<file path="src/rtl/pnr_sysbus_pkg.sv">
// Shared definitions for the PNR system-bus initiator: bus geometry and FSM state encoding.
package pnr_sysbus_pkg;

  localparam int SYS_AW = 32;
  localparam int SYS_DW = 32;
  localparam logic [SYS_AW-1:0] SYS_ADDR_STEP = 32'd4;

  typedef enum logic [2:0] {
    ST_IDLE     = 3'd0,
    ST_WDAT     = 3'd1,
    ST_STROBE   = 3'd2,
    ST_WAIT_ACK = 3'd3,
    ST_RDOUT    = 3'd4,
    ST_DONE     = 3'd5
  } state_e;

endpackage

</file>
<file path="src/rtl/pnr_ack_timer.sv">
// Ack timeout counter: clear restarts the count, enable advances it, expired flags the last wait cycle.
module pnr_ack_timer #(
  parameter int TIMEOUT = 255
) (
  input  logic clk_i,
  input  logic rstn_i,
  input  logic clr_i,
  input  logic en_i,
  output logic expired_o
);

  localparam int CW = $clog2(TIMEOUT + 1);

  logic [CW-1:0] cnt;

  // The strobe cycle itself counts as the first elapsed cycle, so clear loads 1.
  always_ff @(posedge clk_i or negedge rstn_i) begin
    if (!rstn_i) begin
      cnt <= '0;
    end else if (clr_i) begin
      cnt <= CW'(1);
    end else if (en_i && (cnt != CW'(TIMEOUT))) begin
      cnt <= cnt + CW'(1);
    end
  end

  // Expired while waiting when the coming edge completes TIMEOUT cycles since the strobe.
  assign expired_o = en_i && (cnt >= CW'(TIMEOUT - 1));

endmodule

</file>
<file path="src/rtl/pnr_sysbus_initiator.sv">
// Sys-bus initiator: converts a valid/ready command stream into single or incrementing bursts
// with per-beat ack timeout and abort on slave error.
module pnr_sysbus_initiator
  import pnr_sysbus_pkg::*;
#(
  parameter int TIMEOUT = 255,
  parameter int LEN_W   = 4
) (
  input  logic              clk_i,
  input  logic              rstn_i,
  input  logic              cmd_valid_i,
  output logic              cmd_ready_o,
  input  logic              cmd_we_i,
  input  logic [SYS_AW-1:0] cmd_addr_i,
  input  logic [LEN_W-1:0]  cmd_len_i,
  input  logic              wr_valid_i,
  output logic              wr_ready_o,
  input  logic [SYS_DW-1:0] wr_data_i,
  output logic              rd_valid_o,
  input  logic              rd_ready_i,
  output logic [SYS_DW-1:0] rd_data_o,
  output logic              busy_o,
  output logic              done_o,
  output logic              err_o,
  output logic              timeout_o,
  output logic [SYS_AW-1:0] sys_addr_o,
  output logic [SYS_DW-1:0] sys_wdata_o,
  output logic              sys_wen_o,
  output logic              sys_ren_o,
  input  logic [SYS_DW-1:0] sys_rdata_i,
  input  logic              sys_err_i,
  input  logic              sys_ack_i
);

  state_e            state_q, state_d;
  logic              we_q;
  logic [LEN_W-1:0]  beats_q;
  logic [SYS_AW-1:0] addr_q;
  logic [SYS_DW-1:0] wdata_q, rdata_q;
  logic              err_q, timeout_q;
  logic              accept, last_beat;
  logic              tmr_clr, tmr_en, tmr_expired;

  assign accept    = (state_q == ST_IDLE) && cmd_valid_i;
  assign last_beat = (beats_q == '0);

  pnr_ack_timer #(.TIMEOUT(TIMEOUT)) u_ack_timer (
    .clk_i     (clk_i),
    .rstn_i    (rstn_i),
    .clr_i     (tmr_clr),
    .en_i      (tmr_en),
    .expired_o (tmr_expired)
  );

  always_comb begin
    state_d = state_q;
    tmr_clr = 1'b0;
    tmr_en  = 1'b0;
    case (state_q)
      ST_IDLE:     if (cmd_valid_i) state_d = cmd_we_i ? ST_WDAT : ST_STROBE;
      ST_WDAT:     if (wr_valid_i) state_d = ST_STROBE;
      ST_STROBE: begin
        tmr_clr = 1'b1;
        state_d = ST_WAIT_ACK;
      end
      ST_WAIT_ACK: begin
        tmr_en = 1'b1;
        // An ack arriving on the expiry cycle still completes the beat.
        if (sys_ack_i) begin
          if (sys_err_i)      state_d = ST_DONE;
          else if (!we_q)     state_d = ST_RDOUT;
          else if (last_beat) state_d = ST_DONE;
          else                state_d = ST_WDAT;
        end else if (tmr_expired) begin
          state_d = ST_DONE;
        end
      end
      ST_RDOUT:    if (rd_ready_i) state_d = last_beat ? ST_DONE : ST_STROBE;
      ST_DONE:     state_d = ST_IDLE;
      default:     state_d = ST_IDLE;
    endcase
  end

  always_ff @(posedge clk_i or negedge rstn_i) begin
    if (!rstn_i) state_q <= ST_IDLE;
    else         state_q <= state_d;
  end

  always_ff @(posedge clk_i or negedge rstn_i) begin
    if (!rstn_i) begin
      we_q      <= 1'b0;
      beats_q   <= '0;
      addr_q    <= '0;
      wdata_q   <= '0;
      rdata_q   <= '0;
      err_q     <= 1'b0;
      timeout_q <= 1'b0;
    end else begin
      case (state_q)
        ST_IDLE: if (accept) begin
          we_q      <= cmd_we_i;
          addr_q    <= cmd_addr_i;
          beats_q   <= cmd_len_i;
          err_q     <= 1'b0;
          timeout_q <= 1'b0;
        end
        ST_WDAT: if (wr_valid_i) wdata_q <= wr_data_i;
        ST_WAIT_ACK: begin
          if (sys_ack_i) begin
            if (sys_err_i) begin
              err_q <= 1'b1;
            end else if (!we_q) begin
              rdata_q <= sys_rdata_i;
            end else if (!last_beat) begin
              addr_q  <= addr_q + SYS_ADDR_STEP;
              beats_q <= beats_q - LEN_W'(1);
            end
          end else if (tmr_expired) begin
            timeout_q <= 1'b1;
          end
        end
        ST_RDOUT: if (rd_ready_i && !last_beat) begin
          addr_q  <= addr_q + SYS_ADDR_STEP;
          beats_q <= beats_q - LEN_W'(1);
        end
        default: ;
      endcase
    end
  end

  // Handshakes and strobes decode straight from the state so an async reset kills them at once.
  assign cmd_ready_o = (state_q == ST_IDLE);
  assign wr_ready_o  = (state_q == ST_WDAT);
  assign rd_valid_o  = (state_q == ST_RDOUT);
  assign done_o      = (state_q == ST_DONE);
  assign busy_o      = (state_q != ST_IDLE);
  assign sys_wen_o   = (state_q == ST_STROBE) && we_q;
  assign sys_ren_o   = (state_q == ST_STROBE) && !we_q;
  assign sys_addr_o  = addr_q;
  assign sys_wdata_o = wdata_q;
  assign rd_data_o   = rdata_q;
  assign err_o       = err_q;
  assign timeout_o   = timeout_q;

endmodule

</file>
<file path="config.mk">
export PLATFORM = sky130hd
export DESIGN_NAME = pnr_sysbus_initiator
export DESIGN_NICKNAME = d
export VERILOG_FILES = /design/src/rtl/pnr_sysbus_pkg.sv /design/src/rtl/pnr_ack_timer.sv /design/src/rtl/pnr_sysbus_initiator.sv
export SDC_FILE = /design/constraint.sdc
export NUM_CORES = 1
export LEC_CHECK = 0
export BUFFER_PORTS_ARGS = -buffer_cell sky130_fd_sc_hd__buf_2
export CORE_MARGIN = 4
export CORE_UTILIZATION = 45
export CTS_BUF_LIST = sky130_fd_sc_hd__clkbuf_4 sky130_fd_sc_hd__clkbuf_8 sky130_fd_sc_hd__clkbuf_16
export CTS_CLUSTER_SIZE = 10
export DETAILED_ROUTE_END_ITERATION = 6
export PLACE_DENSITY = 0.74
export SYNTH_ARGS = -nofsm -noshare
export SYNTH_HDL_FRONTEND = slang
export SYNTH_SLANG_ARGS = --single-unit
</file>
<file path="constraint.sdc">
create_clock -name clk_i -period 4.1 [get_ports clk_i]
set_input_delay 0.41 -clock clk_i [delete_from_list [all_inputs] [get_ports clk_i]]
set_output_delay 0.41 -clock clk_i [all_outputs]
set_load 0.03 [all_outputs]
</file>
==> summary.md, run 1 <==
| Metric | Value |
|---|---|
| Worst hold path depth | 2 |
| Crit-path max FO | 55 |
| Synth Area in Compound Gates | 0.154 |
| Layout cell share with drive strength beyond 1 | 0.454 |
| CTS H-tree lvls | 4 |
| Clk sinks | 114 |
| Die Ht | 119 um |
| Critical R2R Capture | sys_addr_o[21] |
| GRT Resource Usage Total | 0.212 |
| Final Non-Filler Cells | 868 |
| Min-delay src | wr_data_i[12] |
| Num ports | 213 |
| Min Tclk post-route | 2.80 ns |
| Area Overhead vs Synth | 31.2% |
| Post-CTS setup buffer count | 0 |
| Relative slew slack | 0.228 |
| Gr ovfl total | 0 |
| Die X | 119 um |
| Synth cell count leaders | 114 x dfrtp_1, 69 x mux2_2, 41 x nand2_1, 39 x a21oi_1, 27 x nor2_1 |
| Max VDD drop | 485 uV |
| CTS tree | done |
| Worst Setup End Kind | flip-flop |
| Clk_lat worst skew | 0.41 ns |
| Syn Std Cell Area | 0.00554 mm2 |
| CTS root buffer | clkbuf_16 |
| Startpoint Class | flip-flop |
| Synth Area in Simple Gates | 0.136 |
| Initial Util | 0.461 |
| Xor and xnor area share after synthesis | 0.00158 |
| Netlist cell types | 59 |
| Vias | 4,922 |
| R2R Setup Slk | 1.30 ns |
| Drt pass-1 iters | 5 |
| Input/output buffers | 212 |
| Core Box Area | 0.0120 mm2 |
| Clock Pin Slew Worst Setup and Hold Paths | 0.05 ns |
| Largest net degree at the start of global routing | 56 |
| Place WS | 1.33 ns |
| Final RePlAce weighted congestion | 0.876 |
| Max-slew violations | 0 |
| Crit path kind | reg -> reg |
| RSZ-0062 raised after global routing | false |
| Largest family of logic cells by synthesized area | compound AO/OA/AOI/OAI gates |
| CP delay by family, top | simple AND/OR/NAND/NOR gates |
| Synth Instances | 504 |
| Iteration-0 DRC Markers | 512 |
| Final wirelength | 14,700 um |
| Synth area leaders | dfrtp_1 51%, mux2_2 14%, a21oi_1 3.5%, nand2_1 2.8%, nand3_1 2.0% |
| DRC | 0 |
| First-pass GRT wire length | 24,200 um |
| Worst Path Arrival | 3.05 ns |
| Max-cap violation count | 0 |
| Post-synth ARST share | 1.00 |
| Die area | 0.0142 mm2 |
| Endpoints failing setup | 0 |
| Inserted Diodes | 0 |
| CP max-delay cell | or2_2 |
| Num CTS Buffers | 17 |
| DP HPWL | 10,700 um |
| Share of the yosys chip area belonging to registers | 0.515 |
| Worst EP required | 4.35 ns |
| Worst path cell trace | and3b_1, or2_2, buf_4, a21oi_1, a2bb2oi_1 |
| Number of global-route vias before repair | 4,833 |
| Worst path bufs/invs | 1 |
| Post_cts resized | 0 |
| Post-placement cell count | 838 |
| Mux cell area share after synthesis | 0.146 |
| Syn avg cell area | 11.0 um2 |
| Initial antenna violation count | 0 |
| PwrDens | 939 mW/mm2 |
| Max clock buf depth | 2 |
| Worst-case reg-to-reg path depth | 5 |
| Final hold vios | 0 |
| Vias/cell | 5.67 |
| Final period util | 0.684 |
| #FFs+latches synth | 114 |
| Least-Margin Pin Slew | 1.16 ns |
| Post-synthesis adder-cell area fraction | 0.00903 |
| Most numerous cell in the Yosys netlist | dfrtp_1 |
| EDFF count, synth | 0 |
| Yosys warnings | 0 |
| Number of cell rows | 40 |
| Fmax | 0.357 GHz |
| HP Class | in -> reg |
| Post-synth net total | 616 |
| Reg2Reg Launch Point | state_q[0] |
| Final setup TNS | 0 ns |
| Post-route ant nets | 0 |
| Primary FF master, synth | dfrtp_1 |
| Worst Skew | 0.00615 ns |
| Final worst slack | 1.30 ns |
| Yosys top cell area share | 0.515 |
| Number of nets in the layout | 823 |
| Hold Path Sink | sys_wdata_o[12] |
| Leakage | 3.42 nW |
| Area leader, netlist | dfrtp_1 |
| Drt wl/cell | 17.0 um |
| FILL cells | 1,000 |
| Status | finished, final reports clean |
| Worst path max stage delay | 0.80 ns |
metrics by stage:
step	hold slack [ns]	power [W]	cell area, um2	util
floorplan	0.114	0.00446	5540	-
detailed placement	0.288	0.00538	6670	0.555
global route	0.220	0.00723	7270	0.605
global placement	0.287	0.00527	6670	0.555
finish	0.226	0.00683	7270	0.605
CTS	0.210	0.00687	7270	0.605
layout by cell type (no fill, tap or decap), types with 3 or more instances in the layout:
master / instances
a21oi_1: 39
a2bb2oi_1: 11
a31oi_1: 5
a41oi_1: 3
and2_1: 3
and3_1: 5
buf_2: 211
buf_4: 8
clkbuf_16: 17
clkbuf_8: 6
clkinv_2: 3
dfrtp_1: 114
ha_1: 4
inv_1: 12
mux2_2: 69
mux2i_1: 3
nand2_1: 41
nand3_1: 22
nand4_1: 12
nor2_1: 27
nor2b_1: 3
nor3_1: 7
nor3b_1: 3
o21ai_0: 13
o21ai_1: 7
o22a_1: 10
o22ai_1: 13
o31ai_1: 4
where the power goes:
part / switching (W) / internal (W) / leakage, nW / total, W
registers: 0.000487 / 0.00167 / 1.36 / 0.00216
clock network: 0.000481 / 0.000983 / 0.297 / 0.00146
logic: 0.00207 / 0.00114 / 1.76 / 0.00321
cells by family (layout without fill, tap and decap cells):
logic type	after synthesis	in the layout
fa+ha+maj	4	4
simple gates	140	140
mux	72	72
xor+xnor	1	1
compound gates	129	129
buf+inv	44	261
flops	114	114
routing by layer:
layer / up-vias / global-route usage / wire [um]
li1: 2282 / - / -
met1: 2365 / 0.271 / 5940
met2: 247 / 0.328 / 6970
met3: 28 / 0.0750 / 1480
met4: 0 / 0.0862 / 317
met5: - / 0 / 0
registers in the layout (all words and copies together) (netlist names):
name / cells
u_ack_timer.cnt: 8
rd_data_o: 32
beats_q: 4
err_o: 1
sys_addr_o: 32
sys_wdata_o: 32
state_q: 3
we_q: 1
timeout_o: 1
worst max-delay path by stage:
stage                     from  slack, ns        endpoint  cells past startpoint
floorplan           state_q[0]       1.85          busy_o                      4
global placement    state_q[0]       1.46  sys_addr_o[21]                      6
detailed placement  state_q[0]       1.33  sys_addr_o[21]                      5
CTS                 state_q[0]       1.33  sys_addr_o[21]                      5
global route        state_q[0]       1.04  sys_addr_o[21]                      6
finish              state_q[0]       1.30  sys_addr_o[21]                      5
worst register-to-register path, delay by kind of cell, from the launching register on:
kind | cells | cell delay, ns
AND/OR/NAND/NOR | 2 | 1.23
buffers and inverters | 1 | 0.37
flip-flops | 1 | 0.77
AO/OA/AOI/OAI | 2 | 0.28
final cells by class:
cell class                 count  area (um2)  share of cell area
inverter                      12        45.0             0.00620
clock buffer                  24         515              0.0709
tap                          147         184              0.0253
sequential                   114        2850               0.392
timing repair buffer         220        1130               0.155
clock inverter                 5        75.1              0.0103
multi-input combinational    346        2470               0.340
repair_timing:
item | in CTS | in global routing
endpoints found under the hold margin | 14 | 0
hold buffers | 1 | 0
endpoints found under the setup margin | 0 | 0
(Power assumes the default switching activity.)
==> inputs of run 2 (changes only) <==
--- a/config.mk
+++ b/config.mk
@@ -5,13 +5,14 @@
 export SDC_FILE = /design/constraint.sdc
 export NUM_CORES = 1
 export LEC_CHECK = 0
+export ABC_AREA = 1
 export BUFFER_PORTS_ARGS = -buffer_cell sky130_fd_sc_hd__buf_2
 export CORE_MARGIN = 4
 export CORE_UTILIZATION = 45
 export CTS_BUF_LIST = sky130_fd_sc_hd__clkbuf_4 sky130_fd_sc_hd__clkbuf_8 sky130_fd_sc_hd__clkbuf_16
 export CTS_CLUSTER_SIZE = 10
 export DETAILED_ROUTE_END_ITERATION = 6
-export PLACE_DENSITY = 0.74
+export PLACE_DENSITY = 0.76
 export SYNTH_ARGS = -nofsm -noshare
 export SYNTH_HDL_FRONTEND = slang
 export SYNTH_SLANG_ARGS = --single-unit
==> constraint.sdc (replaced) <==
create_clock -name clk_i -period 2.3 [get_ports clk_i]
set_input_delay 0.23 -clock clk_i [delete_from_list [all_inputs] [get_ports clk_i]]
set_output_delay 0.23 -clock clk_i [all_outputs]
set_load 0.03 [all_outputs]
==> summary.md, run 2 <==
| Metric | Value |
|---|---|
| Final setup TNS | 0 ns (unchanged) |
| DP HPWL | 12,400 um (+16%) |
| Mux cell area share after synthesis | 0.121 (-0.0245) |
| Max VDD drop | 853 uV (+76%) |
| Xor and xnor area share after synthesis | 0.00589 (+0.00431) |
| CTS tree | done |
| Vias | 5,504 (+12%) |
| Clock Pin Slew Worst Setup and Hold Paths | 0.06 ns (about the same) |
| Initial Util | 0.466 (+0.00432) |
| Clk sinks | 114 (unchanged) |
| Clock power share | 0.206 (-0.008) |
| Num ports | 213 (unchanged) |
| Layout cell share with drive strength beyond 1 | 0.340 (-0.113) |
| Worst-case reg-to-reg path depth | 10 (+5) |
| Startpoint Class | flip-flop |
| Syn avg cell area | 8.21 um2 (-25%) |
| Worst Setup End Kind | output port |
| Max-cap violation count | 0 (unchanged) |
| Relative slew slack | 0.625 (+0.397) |
| Synth cell count leaders | 237 x nand2_1, 114 x dfrtp_1, 99 x nor2_1, 62 x inv_1, 61 x mux2_2 |
| Least-Margin Pin Slew | 0.563 ns (-0.596 ns) |
| Switch Pwr | 0.00602 W (+98%) |
| Worst Path Arrival | 1.77 ns (-1.28 ns) |
| Area occupied by multi-input gates | 0.00272 mm2 (+10%) |
| Initial antenna violation count | 1 (+1) |
| Pint | 0.00649 W (+71%) |
| Share of the yosys chip area belonging to registers | 0.480 (-0.0352) |
| Num CTS Buffers | 17 (unchanged) |
| Core Box Area | 0.0128 mm2 (+6.3%) |
| GRT Resource Usage Total | 0.224 (+0.0124) |
| Crit-path max FO | 9 (-84%) |
| Synth Area in Simple Gates | 0.281 (+0.145) |
| Fmax | 0.500 GHz |
| Hold Path Sink | sys_addr_o[1] |
| Area leader, netlist | dfrtp_1 |
| Yosys top cell area share | 0.480 (-0.0352) |
| Min-delay src | cmd_addr_i[1] |
| Max clock buf depth | 2 (unchanged) |
| Comb power frac | 0.495 (+0.025) |
| Cts hold-fix bufs | 3 (+2) |
| Post-CTS setup buffer count | 0 (unchanged) |
| CTS H-tree lvls | 4 (unchanged) |
| Synth Instances | 724 (+44%) |
| Gr ovfl total | 0 (unchanged) |
| Primary FF master, synth | dfrtp_1 |
| Commonest non-fill, non-tap cell in the layout | nand2_1 |
| EDFF count, synth | 0 (unchanged) |
| Synth Area in Compound Gates | 0.0402 (-0.113) |
| Clk_lat worst skew | 0.42 ns (about the same) |
| Die area | 0.0151 mm2 (+6.8%) |
| Sequential fraction of design power | 0.298 (-0.018) |
| RSZ-0062 raised after global routing | false |
| Final period util | 0.869 |
| R2R Setup Slk | 0.44 ns (-0.86 ns) |
| Die X | 123 um (+3.4%) |
| Largest family of logic cells by synthesized area | simple AND/OR/NAND/NOR gates |
| Endpoints failing setup | 0 (unchanged) |
| Fin util | 0.610 (+0.00455) |
| Crit path kind | reg -> out |
| Number of cell rows | 41 (+2.5%) |
| Number of global-route vias before repair | 5,515 (+14%) |
| Critical R2R Capture | sys_addr_o[26] |
| Number of nets in the layout | 1,060 (+29%) |
| Reg2Reg Launch Point | state_q[2] |
| Final wirelength | 16,500 um (+12%) |
| Status | finished, final reports clean |
| Vias/cell | 4.86 (-14%) |
| Inserted Diodes | 0 (unchanged) |
| Post-synth ARST share | 1.00 (unchanged) |
| First-pass GRT wire length | 26,200 um (+8.1%) |
| Most numerous cell in the Yosys netlist | nand2_1 |
| Area Overhead vs Synth | 30.9% |
| HP Class | in -> reg |
| Seq. cell area | 0.00285 mm2 (unchanged) |
| Synth area leaders | dfrtp_1 48%, nand2_1 15%, mux2_2 12%, nor2_1 6.2%, nand3_1 4.4% |
| Yosys warnings | 0 (unchanged) |
| Final RePlAce weighted congestion | 0.846 (-3.4%) |
| Post-synthesis adder-cell area fraction | 0.00842 (-0.000618) |
| Leakage | 4.05 nW (+18%) |
| Worst EP required | 2.07 ns (-2.28 ns) |
| Largest net degree at the start of global routing | 59 (+5.4%) |
| DRC | 0 (unchanged) |
| Critical Path Source | state_q[2] |
| Iteration-0 DRC Markers | 392 (-23%) |
| Die Ht | 123 um (+3.4%) |
| Max-slew violations | 0 (unchanged) |
| Post-synth net total | 836 (+36%) |
| Worst Skew | 0.0136 ns (+0.00743 ns) |
| Sw Ratio | 0.481 (+0.0368) |
| PwrDens | 1610 mW/mm2 (+71%) |
| CTS root buffer | clkbuf_16 |
| Commonest cells after routing, fill and taps aside | 236 x nand2_1, 211 x buf_2, 114 x dfrtp_1 |
| Final hold vios | 0 (unchanged) |
| Post_cts resized | 0 (unchanged) |
| Worst hold path depth | 3 (+1) |
| Syn Std Cell Area | 0.00595 mm2 (+7.3%) |
| Drt pass-1 iters | 4 (-1) |
| Netlist cell types | 32 (-46%) |
| Drt wl/cell | 14.6 um (-14%) |
| Min Tclk post-route | 2.00 ns |
| FILL cells | 1,125 (+13%) |
| #FFs+latches synth | 114 (unchanged) |
| Input/output buffers | 212 (unchanged) |
| Post-route ant nets | 0 (unchanged) |
==> run 2: cell types whose count changed in the layout (fill, tap and decap cells not counted), moves of 13 or more <==
cell     previous run  this run
nand2_1            41       236
nor2_1             27        99
inv_1              12        62
a21oi_1            39         2
nand3_1            22        52
o21ai_0            13        27
o22ai_1            13         0
==> run 2: area by class of cell <==
type / instances / area share
tap: 172 / 0.0276
clock inverter: 13 / 0.0161
clock buffer: 19 / 0.0582
timing repair buffer: 224 / 0.151
inverter: 65 / 0.0320
sequential: 114 / 0.366
multi-input combinational: 526 / 0.349
==> run 2: kinds of logic (layout without fill, tap and decap cells) <==
group                    count (synthesis)  count (layout)
AND/OR/NAND/NOR                        409             409
buffers and inverters                   84             321
flip-flops                             114             114
multiplexers                            64              64
AO/OA/AOI/OAI                           45              45
XOR/XNOR                                 4               4
adder cells (fa/ha/maj)                  4               4
==> run 2: critical path: stages, from the launching register on <==
cell	delay, ns
dfrtp_1	0.40
inv_1	0.16
nand3_1	0.30
nor2_1	0.24
buf_2	0.24
==> run 2: worst max path at each step <==
stage	endpoint	slack, ns	cells past startpoint
CTS	sys_wen_o	0.30	4
global placement	sys_addr_o[21]	0.50	8
finish	sys_wen_o	0.30	4
detailed placement	sys_addr_o[6]	0.46	9
floorplan	sys_addr_o[26]	0.57	10
global route	sys_wen_o	0.22	4
==> run 2: power by group through the flow <==
stage | clock (W) | combinational (W) | sequential, W
floorplan | 0 | 0.00301 | 0.00523
detailed placement | 0 | 0.00623 | 0.00374
global route | 0.00271 | 0.00682 | 0.00387
CTS | 0.00262 | 0.00625 | 0.00373
finish | 0.00258 | 0.00620 | 0.00373
global placement | 0 | 0.00613 | 0.00371
==> run 2: metrics by stage <==
step	power, W	cells	hold WS [ns]	setup WS [ns]	cell area (um2)
global placement	0.00983	1098	0.0982	0.501	7180
floorplan	0.00824	724	-0.0656	0.575	5950
detailed placement	0.00997	1098	0.0980	0.455	7180
CTS	0.0126	1133	0.00170	0.295	7790
finish	0.0125	1133	0.0156	0.302	7790
global route	0.0134	1133	0.00716	0.217	7790
==> run 2: layer usage <==
metal  vias up  GRT usage  part of all wire
li1       2767          -                 -
met1      2526      0.265              0.41
met2       188      0.380              0.50
met3        21     0.0791             0.078
met4         2     0.0756             0.014
met5         -          0           0.00073
==> inputs of run 3 (changes only) <==
--- a/config.mk
+++ b/config.mk
@@ -15,4 +15,5 @@
 export PLACE_DENSITY = 0.76
 export SYNTH_ARGS = -nofsm -noshare
 export SYNTH_HDL_FRONTEND = slang
+export SYNTH_HIERARCHICAL = 1
 export SYNTH_SLANG_ARGS = --single-unit
==> summary.md, run 3 <==
| Metric | Value |
|---|---|
| Status | finished, final reports clean |
| Least-Margin Pin Slew | 0.634 ns (+0.0708 ns) |
| Clk_lat worst skew | 0.41 ns (about the same) |
| Synth cell count leaders | 229 x nand2_1, 114 x dfrtp_1, 92 x nor2_1, 64 x mux2_2, 62 x inv_1 |
| Commonest non-fill, non-tap cell in the layout | nand2_1 |
| Routing usage on met2 | 0.364 (-0.0167) |
| Area leader, netlist | dfrtp_1 |
| Layout cell share with drive strength beyond 1 | 0.360 (+0.0195) |
| Worst Skew | 0.00753 ns (-0.00606 ns) |
| Primary FF master, synth | dfrtp_1 |
| Max VDD drop | 1090 uV (+27%) |
| Number of cell rows | 42 (+2.4%) |
| Number of nets in the layout | 1,060 (unchanged) |
| Yosys warnings | 6 (+6) |
| Clk sinks | 114 (unchanged) |
| CTS root buffer | clkbuf_16 |
| Initial antenna violation count | 0 (-1) |
| Iteration-0 DRC Markers | 455 (+16%) |
| Num CTS Buffers | 17 (unchanged) |
| Worst path max stage delay | 0.47 ns (+0.07 ns) |
| Post-CTS setup buffer count | 0 (unchanged) |
| CTS tree | done |
| Min-delay src | cmd_addr_i[0] |
| HP Class | in -> reg |
| Worst path cell trace | nand2_2, nor2_4, inv_1, nor2_1, o21ai_1, nor3_1, nor2_1, nand2_1, nand2_1, nor2_1, inv_1, nand2_1, o21ai_0 |
| Final wirelength | 16,500 um (about the same) |
| Max clock buf depth | 2 (unchanged) |
| First-pass GRT wire length | 27,000 um (+3.0%) |
| Worst Setup End Kind | flip-flop |
| Clock Pin Slew Worst Setup and Hold Paths | 0.06 ns (about the same) |
| Critical Path Source | state_q[0] |
| Crit-path max FO | 11 (+2) |
| Die area | 0.0155 mm2 (+2.3%) |
| Synth Instances | 726 (+0.28%) |
| Worst Path Arrival | 2.26 ns (+0.49 ns) |
| Startpoint Class | flip-flop |
| Largest net degree at the start of global routing | 115 (+95%) |
| RSZ-0062 raised after global routing | false |
| GRT Max-Usage Layer | met2 |
| Leakage | 4.12 nW (+1.7%) |
| Inserted Diodes | 0 (unchanged) |
| Max-slew violations | 0 (unchanged) |
| CTS H-tree lvls | 4 (unchanged) |
| Met3 usage | 0.0815 (+0.00234) |
| Max-cap violation count | 0 (unchanged) |
| Die Ht | 124 um (+1.1%) |
| Input/output buffers | 212 (unchanged) |
| FILL cells | 1,177 (+4.6%) |
| GRT Resource Usage Total | 0.213 (-0.0110) |
| Gr ovfl total | 0 (unchanged) |
| Drt pass-1 iters | 6 (+2) |
| Post-route ant nets | 0 (unchanged) |
| Final RePlAce weighted congestion | 0.880 (+4.0%) |
| Core Box Area | 0.0132 mm2 (+3.7%) |
| Endpoints failing setup | 0 (unchanged) |
| Final setup TNS | 0 ns (unchanged) |
| CP max-delay cell | dfrtp_1 |
| Final hold vios | 0 (unchanged) |
| Cts hold-fix bufs | 1 (-2) |
| Syn avg cell area | 8.39 um2 (+2.2%) |
| Drt wl/cell | 14.6 um (-0.19%) |
| Vias/cell | 4.94 (+1.7%) |
| Post-synth ARST share | 1.00 (unchanged) |
| Number of global-route vias before repair | 5,493 (-0.40%) |
| Crit path kind | reg -> reg |
| Reg2Reg Launch Point | state_q[0] |
| Post_cts resized | 0 (unchanged) |
| Final Non-Filler Cells | 1,135 (+0.18%) |
| Area Overhead vs Synth | 29.7% |
| Most numerous cell in the Yosys netlist | nand2_1 |
| #FFs+latches synth | 114 (unchanged) |
| DP HPWL | 12,200 um (-2.0%) |
| Syn Std Cell Area | 0.00609 mm2 (+2.5%) |
| Die X | 124 um (+1.1%) |
| Min Tclk post-route | 1.97 ns (-0.0309 ns) |
| Synth area leaders | dfrtp_1 47%, nand2_1 14%, mux2_2 12%, nor2_1 5.7%, nand3_1 4.2% |
| Yosys top cell area share | 0.468 (-0.0115) |
| Worst EP required | 2.59 ns (+0.52 ns) |
| Vias | 5,607 (+1.9%) |
| Netlist cell types | 37 (+16%) |
| Fin util | 0.597 (-0.0131) |
| Post-synth net total | 839 (+0.36%) |
| Relative slew slack | 0.577 (-0.0472) |
| EDFF count, synth | 0 (unchanged) |
| Worst path bufs/invs | 2 (unchanged) |
| Final period util | 0.855 (-0.0134) |
| DRC | 0 (unchanged) |
| Met1 Resource Use GR | 0.251 (-0.0141) |
| Fmax | 0.508 GHz (+1.6%) |
| Initial Util | 0.460 (-0.00544) |
| PwrDens | 1640 mW/mm2 (+2.3%) |
| Share of the yosys chip area belonging to registers | 0.468 (-0.0115) |
| Final total power | 0.0130 W (+3.8%) |
| Num ports | 213 (unchanged) |
| CP delay by family, top | simple AND/OR/NAND/NOR gates |
| Post-placement cell count | 1,103 (+0.46%) |
| Commonest cells after routing, fill and taps aside | 228 x nand2_1, 211 x buf_2, 114 x dfrtp_1 |
==> run 3: where the power goes <==
part	internal (W)	leakage, nW	switching, W
Combinational	0.00210	2.42	0.00438
Sequential	0.00300	1.40	0.000813
Clock	0.00177	0.296	0.000915
Total	0.00687	4.12	0.00611
==> run 3: path summary, 6_finish.rpt <==
check	to	slack (ns)	cells past startpoint
max	state_q[0]	0.33	13
min	sys_addr_o[0]	0.03	3
max reg2reg	state_q[0]	0.33	13
min reg2reg	sys_wdata_o[7]	0.49	1
max in group asynchronous	sys_addr_o[13]	1.38	3
min in group asynchronous	sys_addr_o[8]	0.42	3
==> run 3: worst reg2reg max path, cell delays in order (launching register included) <==
cell,delay [ns]
dfrtp_1,0.47
nand2_2,0.09
nor2_4,0.27
inv_1,0.10
nor2_1,0.10
o21ai_1,0.07
nor3_1,0.20
nor2_1,0.06
nand2_1,0.08
nand2_1,0.06
nor2_1,0.13
inv_1,0.08
nand2_1,0.05
o21ai_0,0.08
==> run 3: final cells by class <==
type / count / area (um2) / area share
tap: 176 / 220 / 0.0279
inverter: 68 / 268 / 0.0339
clock buffer: 21 / 468 / 0.0592
multi-input combinational: 525 / 2810 / 0.356
timing repair buffer: 221 / 1150 / 0.145
sequential: 114 / 2850 / 0.361
clock inverter: 10 / 134 / 0.0169
==> run 3: stage by stage <==
| step | area, um2 | hold WS (ns) | worst slack [ns] |
|---|---|---|---|
| floorplan | 6090 | -0.0656 | 0.459 |
| global placement | 7290 | 0.370 | 0.455 |
| detailed placement | 7290 | 0.366 | 0.377 |
| finish | 7900 | 0.0298 | 0.333 |
| global route | 7900 | 0.0324 | 0.101 |
| CTS | 7900 | 0.0217 | 0.358 |
==> run 3: layer usage <==
metal,share of wire,up-vias
li1,-,2763
met1,0.40,2590
met2,0.50,231
met3,0.091,23
met4,0.015,0
met5,0,-
==> run 3: logic make-up after synthesis <==
group | synth area share
adders and majority gates | 0.0103
buffers and inverters | 0.0708
and+or+nand+nor | 0.281
DFF | 0.468
AOI/OAI and AO/OA | 0.0419
muxes | 0.122
xor gates and xnor gates | 0.00575
